--- src/rtl/mips_cpu_bus_pkg.sv ---
// Shared types, widths and helpers for the CPU memory bus arbiter.
package mips_cpu_bus_pkg;

    localparam int unsigned ADDR_W = 32;
    localparam int unsigned DATA_W = 32;
    localparam int unsigned BE_W   = DATA_W / 8;

    typedef enum logic [1:0] {IDLE, ISSUE, RESP} state_e;
    typedef enum logic {OWN_INSTR, OWN_DATA} owner_e;

    localparam logic [BE_W-1:0] BE_WORD = {BE_W{1'b1}};

    typedef struct packed {
        logic [ADDR_W-1:0] address;
        logic [DATA_W-1:0] writedata;
        logic [BE_W-1:0]   byteenable;
        logic              read;
        logic              write;
    } bus_req_t;

    // Word-aligned bus address: byte offset bits are dropped.
    function automatic logic [ADDR_W-1:0] word_align(input logic [ADDR_W-1:0] addr);
        return addr & ~ADDR_W'(BE_W - 1);
    endfunction

endpackage

--- src/rtl/mips_cpu_rr_pick.sv ---
// Two-port owner picker; last_grant state is held by the arbiter.
module mips_cpu_rr_pick
    import mips_cpu_bus_pkg::*;
(
    input  logic i_req,
    input  logic d_req,
    input  logic last_grant,
    input  logic rr_enable,
    output logic owner_c
);

    always_comb begin
        owner_c = OWN_INSTR;
        if (i_req && d_req) begin
            // Round-robin hands contention to whoever lost last; fixed priority favours data.
            if (rr_enable && (last_grant == OWN_DATA)) begin
                owner_c = OWN_INSTR;
            end else begin
                owner_c = OWN_DATA;
            end
        end else if (d_req) begin
            owner_c = OWN_DATA;
        end
    end

endmodule

--- src/rtl/mips_cpu_mem_arbiter.sv ---
// Shares the single memory bus between instruction fetch and data ports,
// one latched access at a time with registered bus strobes and done pulses.
module mips_cpu_mem_arbiter
    import mips_cpu_bus_pkg::*;
#(
    parameter bit RR_ENABLE = 1'b1
) (
    input  logic              clk,
    input  logic              reset,
    input  logic              i_read,
    input  logic [ADDR_W-1:0] i_address,
    output logic [DATA_W-1:0] i_readdata,
    output logic              i_done,
    input  logic              d_read,
    input  logic              d_write,
    input  logic [ADDR_W-1:0] d_address,
    input  logic [DATA_W-1:0] d_writedata,
    input  logic [BE_W-1:0]   d_byteenable,
    output logic [DATA_W-1:0] d_readdata,
    output logic              d_done,
    output logic [ADDR_W-1:0] m_address,
    output logic              m_read,
    output logic              m_write,
    output logic [DATA_W-1:0] m_writedata,
    output logic [BE_W-1:0]   m_byteenable,
    input  logic [DATA_W-1:0] m_readdata,
    input  logic              m_waitrequest
);

    state_e   state;
    owner_e   last_grant;
    bus_req_t bus_q;
    bus_req_t grant_req;
    logic     d_req;
    logic     pick;

    assign d_req = d_read || d_write;

    mips_cpu_rr_pick u_pick (
        .i_req      (i_read),
        .d_req      (d_req),
        .last_grant (last_grant),
        .rr_enable  (RR_ENABLE),
        .owner_c    (pick)
    );

    // Bus fields the winning port would present if granted this cycle.
    always_comb begin
        grant_req = '0;
        if (pick == OWN_DATA) begin
            grant_req.address    = word_align(d_address);
            grant_req.writedata  = d_writedata;
            grant_req.byteenable = d_byteenable;
            grant_req.write      = d_write;
            grant_req.read       = !d_write;
        end else begin
            grant_req.address    = word_align(i_address);
            grant_req.byteenable = BE_WORD;
            grant_req.read       = 1'b1;
        end
    end

    // last_grant doubles as the owner of the in-flight access.
    always_ff @(posedge clk or posedge reset) begin
        if (reset) begin
            state      <= IDLE;
            last_grant <= OWN_DATA;
            bus_q      <= '0;
            i_done     <= 1'b0;
            d_done     <= 1'b0;
        end else begin
            i_done <= 1'b0;
            d_done <= 1'b0;
            case (state)
                IDLE: begin
                    if (i_read || d_req) begin
                        last_grant <= owner_e'(pick);
                        bus_q      <= grant_req;
                        state      <= ISSUE;
                    end
                end
                ISSUE: begin
                    if (!m_waitrequest) begin
                        bus_q.read  <= 1'b0;
                        bus_q.write <= 1'b0;
                        i_done      <= (last_grant == OWN_INSTR);
                        d_done      <= (last_grant == OWN_DATA);
                        state       <= RESP;
                    end
                end
                RESP: begin
                    state <= IDLE;
                end
                default: begin
                    state <= IDLE;
                end
            endcase
        end
    end

    assign m_address    = bus_q.address;
    assign m_read       = bus_q.read;
    assign m_write      = bus_q.write;
    assign m_writedata  = bus_q.writedata;
    assign m_byteenable = bus_q.byteenable;

    // Read data passes straight through from the RAM during the done cycle.
    assign i_readdata = i_done ? m_readdata : '0;
    assign d_readdata = d_done ? m_readdata : '0;

endmodule

--- config.mk ---
export PLATFORM = sky130hd
export DESIGN_NAME = mips_cpu_mem_arbiter
export DESIGN_NICKNAME = d
export VERILOG_FILES = /design/src/rtl/mips_cpu_bus_pkg.sv /design/src/rtl/mips_cpu_rr_pick.sv /design/src/rtl/mips_cpu_mem_arbiter.sv
export SDC_FILE = /design/constraint.sdc
export NUM_CORES = 1
export LEC_CHECK = 0
export ABC_AREA = 1
export ABC_CLOCK_PERIOD_IN_PS = 3300
export CORE_ASPECT_RATIO = 1.5
export CORE_MARGIN = 3
export CORE_UTILIZATION = 36
export DETAILED_ROUTE_END_ITERATION = 10
export HOLD_SLACK_MARGIN = 0.08
export PLACE_DENSITY = 0.82
export SYNTH_ARGS = -nofsm -noshare
export SYNTH_HDL_FRONTEND = slang
export SYNTH_SLANG_ARGS = --single-unit
--- constraint.sdc ---
create_clock -name clk -period 3.3 [get_ports clk]
set_clock_uncertainty 0.1 [all_clocks]
set_input_delay 0.66 -clock clk [delete_from_list [all_inputs] [get_ports clk]]
set_output_delay 0.66 -clock clk [all_outputs]
set_load 0.02 [all_outputs]
==> results.txt, run 1 <==
Synth Area in Simple Gates: 0.349
I/O pin count: 274
Switching Power: 2.45 mW
Outcome: complete, no violations
Synth warn: 0
CP startpoint kind: primary input
Clk slew on worst S/H paths: 0.06 ns
Resize count post-CTS: 0
Post-CTS setup buffers: 0
CTS tree: built
Cts hold-fix bufs: 0
Routed Antenna Nets: 0
Final Hold Viols: 0
FP Rows: 46
Power density cells: 824 mW/mm2
Total grt overflow: 0
Pin count of the biggest net entering global routing: 74
Crit Path Class: primary input to output port
Register bit total from synthesis: 73
CP Data Arrival Time: 1.92 ns
Commonest cells in the netlist: nand2_1, inv_1, nand3_1
Clock Latency Late Sink: 0.33 ns
Gpl congestion: 0.786
Post-Syn Area: 0.00398 mm2
Synth Flop Type: dfrtp_1
I/O Buffers: 267
Final Core Density: 0.658
Vias in the first global route: 4223
TritonRoute pass-1 iters: 4
F_max: 374 MHz
Internal Power: 3.35 mW
Xor/xnor share of the synthesized area: 0
Sw Ratio: 0.423
Place WS: 0.616 ns
CTS root buf: clkbuf_16
Ant. Diodes: 0
Overall power: 5.81 mW
Gr usage total: 0.221
Mux contribution to synthesized area: 0
DRT iter0 DRCs: 203
Die Y: 135 um
First-pass GRT wire length: 21.5 mm
Post-synthesis adder-cell area fraction: 0
Initial antenna violation count: 0
Period utilization: 0.811
DIE WIDTH: 91.8 um
Ratio of cells with drive above 1 in the final layout: 0.0366
Area grow syn2layout: 77.1%
Slew @ Worst Pin: 0.550 ns
Asr flop ratio synth: 1.00
Clock sinks: 73
Setup violators final: 0
Netlist cell types: 16
Combinational power share: 0.559
Max transition margin: 0.633
Mapped Avg Cell Area: 6.76 um2
DP HPWL: 10.4 mm
Nets: 980
RSZ-0062 raised after global routing: false
Register area share after synthesis: 0.459
Syn Inst Count: 589
Post-synth EDFFs: 0
Max-slew violations: 0
Drt drc: 0
Hold crit path type: register to register
Worst Slack Setup Final: 0.623 ns
Post-synth top area share: 0.453
Static leakage: 3.90 nW
Die footprint: 0.0124 mm2
Peak supply drop: 396 uV
Routed WL: 13.7 mm
Area contributors post-synth: dfrtp_1, nand2_1, inv_1
Cell with the most instances after synthesis: nand2_1
Req. time, crit path: 2.54 ns
Fin Setup TNS: 0 ns
CORE AREA: 0.0107 mm2
Critical Path End Type: output port
Vias/cell: 4.41
Initial core utilization: 0.372
Max cap viols: 0
CTS buffer count: 9
Vias: 4372
Max clock buf depth: 2
Placed instance area: 0.00675 mm2
Top cell type by total area after synthesis: dfrtp_1
Post-route cell area: 0.00705 mm2
Largest family of logic cells by synthesized area: simple AND/OR/NAND/NOR gates
Sequential power share: 0.272
Compound-Gate Fraction of Synth Area: 0.0126
Wirelength per Cell: 13.8 um
Layout fillers: 905
Clk pwr share: 0.169
CP Max Fanout: 2
Final min period: 2.68 ns
Htree depth: 3
## power groups by stage
stage / Combinational, mW / Clock (mW) / Sequential, mW
final: 3.24 / 0.982 / 1.58
after global routing: 3.51 / 1.05 / 1.64
after CTS: 3.29 / 1.01 / 1.58
after detailed placement: 3.28 / 0 / 1.58
after global placement: 3.24 / 0 / 1.57
after floorplan: 1.20 / 0 / 2.12
## final timing paths
check                         startpoint  slack, ns               to  cells past startpoint
hold / removal             m_address[30]       0.38    m_address[30]                      2
setup reg to reg              last_grant       1.61  m_writedata[25]                      5
min in group asynchronous          reset       0.64   m_writedata[8]                      3
setup / recovery           m_readdata[7]       0.62    d_readdata[7]                      4
max in group asynchronous          reset       2.12       last_grant                      3
hold reg to reg            m_address[30]       0.38    m_address[30]                      2
## registers in the layout (all words and copies together), names as in the netlist
signal and count:
m_byteenable 4, state 2, m_address 30, m_write 1, last_grant 1, m_read 1
i_done 1, m_writedata 32, d_done 1
## logic make-up after synthesis
group,count (synthesis)
flops,73
buf+inv,170
other cells,1
compound gates,7
simple gates,338
## area by class of cell
class / instances / area, um2 / area share
repair buffers: 275 / 2770 / 0.393
flip-flops and latches: 73 / 1830 / 0.259
multi-input cells: 347 / 1460 / 0.207
inverters: 136 / 510 / 0.0724
clock buffers: 9 / 225 / 0.0320
well taps: 144 / 180 / 0.0256
clock inverters: 7 / 77.6 / 0.0110
## routing by layer
metal | GRT usage | vias up | routed length (um)
met5 | 0 | - | 0
met4 | 0.126 | 0 | 750
met3 | 0.0708 | 47 | 1210
met2 | 0.393 | 211 | 7020
met1 | 0.227 | 1896 | 4680
li1 | - | 2218 | -
## through the flow
stage               hold WS (ns)  cells
floorplan                  0.373    590
finish                     0.377    991
detailed placement         0.364    975
CTS                        0.380    991
global route               0.394    991
global placement           0.361    975
## layout by cell type, fill, tap and decap left out, types with 2 or more instances in the layout
| cell | n |
|---|---|
| buf_12 | 3 |
| buf_4 | 5 |
| clkbuf_16 | 9 |
| clkdlybuf4s50_1 | 267 |
| clkinv_4 | 2 |
| conb_1 | 2 |
| dfrtp_1 | 72 |
| inv_1 | 134 |
| inv_2 | 2 |
| inv_6 | 2 |
| nand2_1 | 235 |
| nand3_1 | 94 |
| nor2_1 | 7 |
| o21ai_0 | 5 |
## worst max-delay path, stage by stage
cell,delay [ns]
clkdlybuf4s50_1,0.53
nand2_1,0.07
inv_1,0.06
clkdlybuf4s50_1,0.59
No activity file was read; power rests on OpenSTA's default activity.
==> run 2: changes to the inputs <==
Settings changed: ABC_CLOCK_PERIOD_IN_PS 3300 to 2800.
Clock period 3.3 ns to 2.8 ns, I/O delays scaled along.
==> run 2 against run 1 <==
Net effect:
- design area up 0.83%
- sequential share of layout area down 0.21 points
- critical path depth unchanged
- die area did not move
- worst setup slack got worse by 0.30 ns
- flip-flop and latch count did not move
- sequential power increased by 18%
- worst hold slack better by 0.00078 ns
- non-clock buffer count is 6 higher
- via count increased by 0.96%
- first-iteration DRC count down 0.49%
- utilization is 0.55 points higher
- critical path type unchanged
==> results.txt, run 2 (synthesized netlist as in run 1, its figures left out) <==
Outcome: complete, no violations (unchanged)
Fin Setup TNS: 0 ns (unchanged)
Nets: 986 (was 980)
Ant. Diodes: 0 (unchanged)
Power density cells: 974 mW/mm2 (was 824 mW/mm2)
Cts hold-fix bufs: 0 (unchanged)
Wirelength per Cell: 13.9 um (was 13.8 um)
Commonest non-fill, non-tap cell in the layout: clkdlybuf4s50_1 (unchanged)
Routed Antenna Nets: 0 (unchanged)
Resize count post-CTS: 0 (unchanged)
FP Rows: 46 (unchanged)
Slew @ Worst Pin: 0.550 ns (about the same)
Final min period: 2.48 ns
CTS tree: built (unchanged)
Peak supply drop: 481 uV (was 396 uV)
Req. time, crit path: 2.14 ns (was 2.54 ns)
Ratio of cells with drive above 1 in the final layout: 0.0434 (was 0.0366)
CP Max Fanout: 2 (unchanged)
TritonRoute pass-1 iters: 4 (unchanged)
CTS root buf: clkbuf_16 (unchanged)
Hold crit path type: register to register (unchanged)
First-pass GRT wire length: 21.3 mm (was 21.5 mm)
Vias: 4414 (was 4372)
Clock Latency Late Sink: 0.33 ns (about the same)
Area grow syn2layout: 78.6% (was 77.1%)
DIE WIDTH: 91.8 um (unchanged)
CP cell instances: clkdlybuf4s50_1, nand2_1, inv_1, clkdlybuf4s50_1 (unchanged)
Final Core Density: 0.664 (was 0.658)
Clk slew on worst S/H paths: 0.06 ns (about the same)
Die footprint: 0.0124 mm2 (unchanged)
Most frequent cells in the layout: clkdlybuf4s50_1, nand2_1, inv_1 (unchanged)
Setup violators final: 0 (unchanged)
F_max: 404 MHz
Critical path startpoint: m_readdata[9] (was m_readdata[7])
Static leakage: 3.94 nW (was 3.90 nW)
Routed WL: 13.8 mm (was 13.7 mm)
Drt drc: 0 (unchanged)
Final Hold Viols: 0 (unchanged)
I/O Buffers: 267 (unchanged)
CP bufs+invs: 3 (unchanged)
Die Y: 135 um (unchanged)
RSZ-0062 raised after global routing: false (unchanged)
Most used cell, CP: clkdlybuf4s50_1 (unchanged)
Htree depth: 3 (unchanged)
CP Data Arrival Time: 1.82 ns (was 1.92 ns)
Gr usage total: 0.219 (was 0.221)
Vias in the first global route: 4092 (was 4223)
Period utilization: 0.884
I/O pin count: 274 (unchanged)
Total grt overflow: 0 (unchanged)
Initial core utilization: 0.372 (unchanged)
Worst r2r src: state[0] (was last_grant)
Critical Path End Type: output port (unchanged)
Initial antenna violation count: 0 (unchanged)
CTS buffer count: 9 (unchanged)
CP peak stage delay: 0.59 ns (about the same)
Largest register FFs: 32 (unchanged)
Overall power: 6.92 mW (was 5.81 mW)
CORE AREA: 0.0107 mm2 (unchanged)
Post-CTS setup buffers: 0 (unchanged)
Hold_sp: m_address[6] (was m_address[30])
Hold_ws: 0.378 ns (was 0.377 ns)
Max clock buf depth: 2 (unchanged)
Max cap viols: 0 (unchanged)
CP startpoint kind: primary input (unchanged)
Max-slew violations: 0 (unchanged)
Vias/cell: 4.43 (was 4.41)
Slowest cell on crit path: clkdlybuf4s50_1 (unchanged)
Gpl congestion: 0.794 (was 0.786)
Pin count of the biggest net entering global routing: 74 (unchanged)
Crit path max-delay family: buffers and inverters (unchanged)
Max transition margin: 0.633 (about the same)
Crit Path Class: primary input to output port (unchanged)
DP HPWL: 10.7 mm (was 10.4 mm)
DRT iter0 DRCs: 202 (was 203)
Clock sinks: 73 (unchanged)
Layout fillers: 938 (was 905)
run 2: area by class of cell:
cell class / count / area [um2] / area share
clock buffers: 9 / 225 / 0.0317
well taps: 144 / 180 / 0.0254
repair buffers: 281 / 2830 / 0.398
multi-input cells: 347 / 1460 / 0.205
flip-flops and latches: 73 / 1830 / 0.257
inverters: 136 / 510 / 0.0718
clock inverters: 7 / 78.8 / 0.0111
run 2: path summary, 6_finish.rpt:
path	endpoint	slack, ns	cells past startpoint
setup / recovery	i_readdata[9]	0.32	4
hold / removal	m_address[6]	0.38	2
setup reg to reg	m_address[5]	1.23	6
hold reg to reg	m_address[6]	0.38	2
max in group asynchronous	last_grant	1.72	3
min in group asynchronous	m_writedata[16]	0.51	3
run 2: worst register-to-register path, stage by stage, from the launching register on:
cell	delay [ns]
dfrtp_1	0.36
inv_1	0.06
nand2_1	0.11
a21oi_4	0.46
buf_4	0.26
nand3_1	0.09
nand2_1	0.07
run 2: stage by stage:
step                instance area, um2  std cells  worst slack [ns]
CTS                               7110        997             0.324
global placement                  6800        981             0.327
detailed placement                6800        981             0.321
finish                            7110        997             0.324
global route                      7110        997             0.264
floorplan                         3980        590             0.288
run 2: where the power goes:
part	leakage (nW)	internal [mW]	total, mW	switching, mW
clock network	0.150	0.699	1.16	0.464
registers	0.909	1.59	1.86	0.271
logic	2.88	1.71	3.89	2.18
total	3.94	4.01	6.92	2.92
run 2: per-layer routing:
| metal | global-route usage | vias up | routed length (um) |
|---|---|---|---|
| met5 | 0 | - | 0 |
| met4 | 0.0917 | 0 | 495 |
| met3 | 0.0641 | 29 | 1100 |
| met2 | 0.401 | 198 | 7360 |
| met1 | 0.233 | 1956 | 4870 |
| li1 | - | 2231 | - |
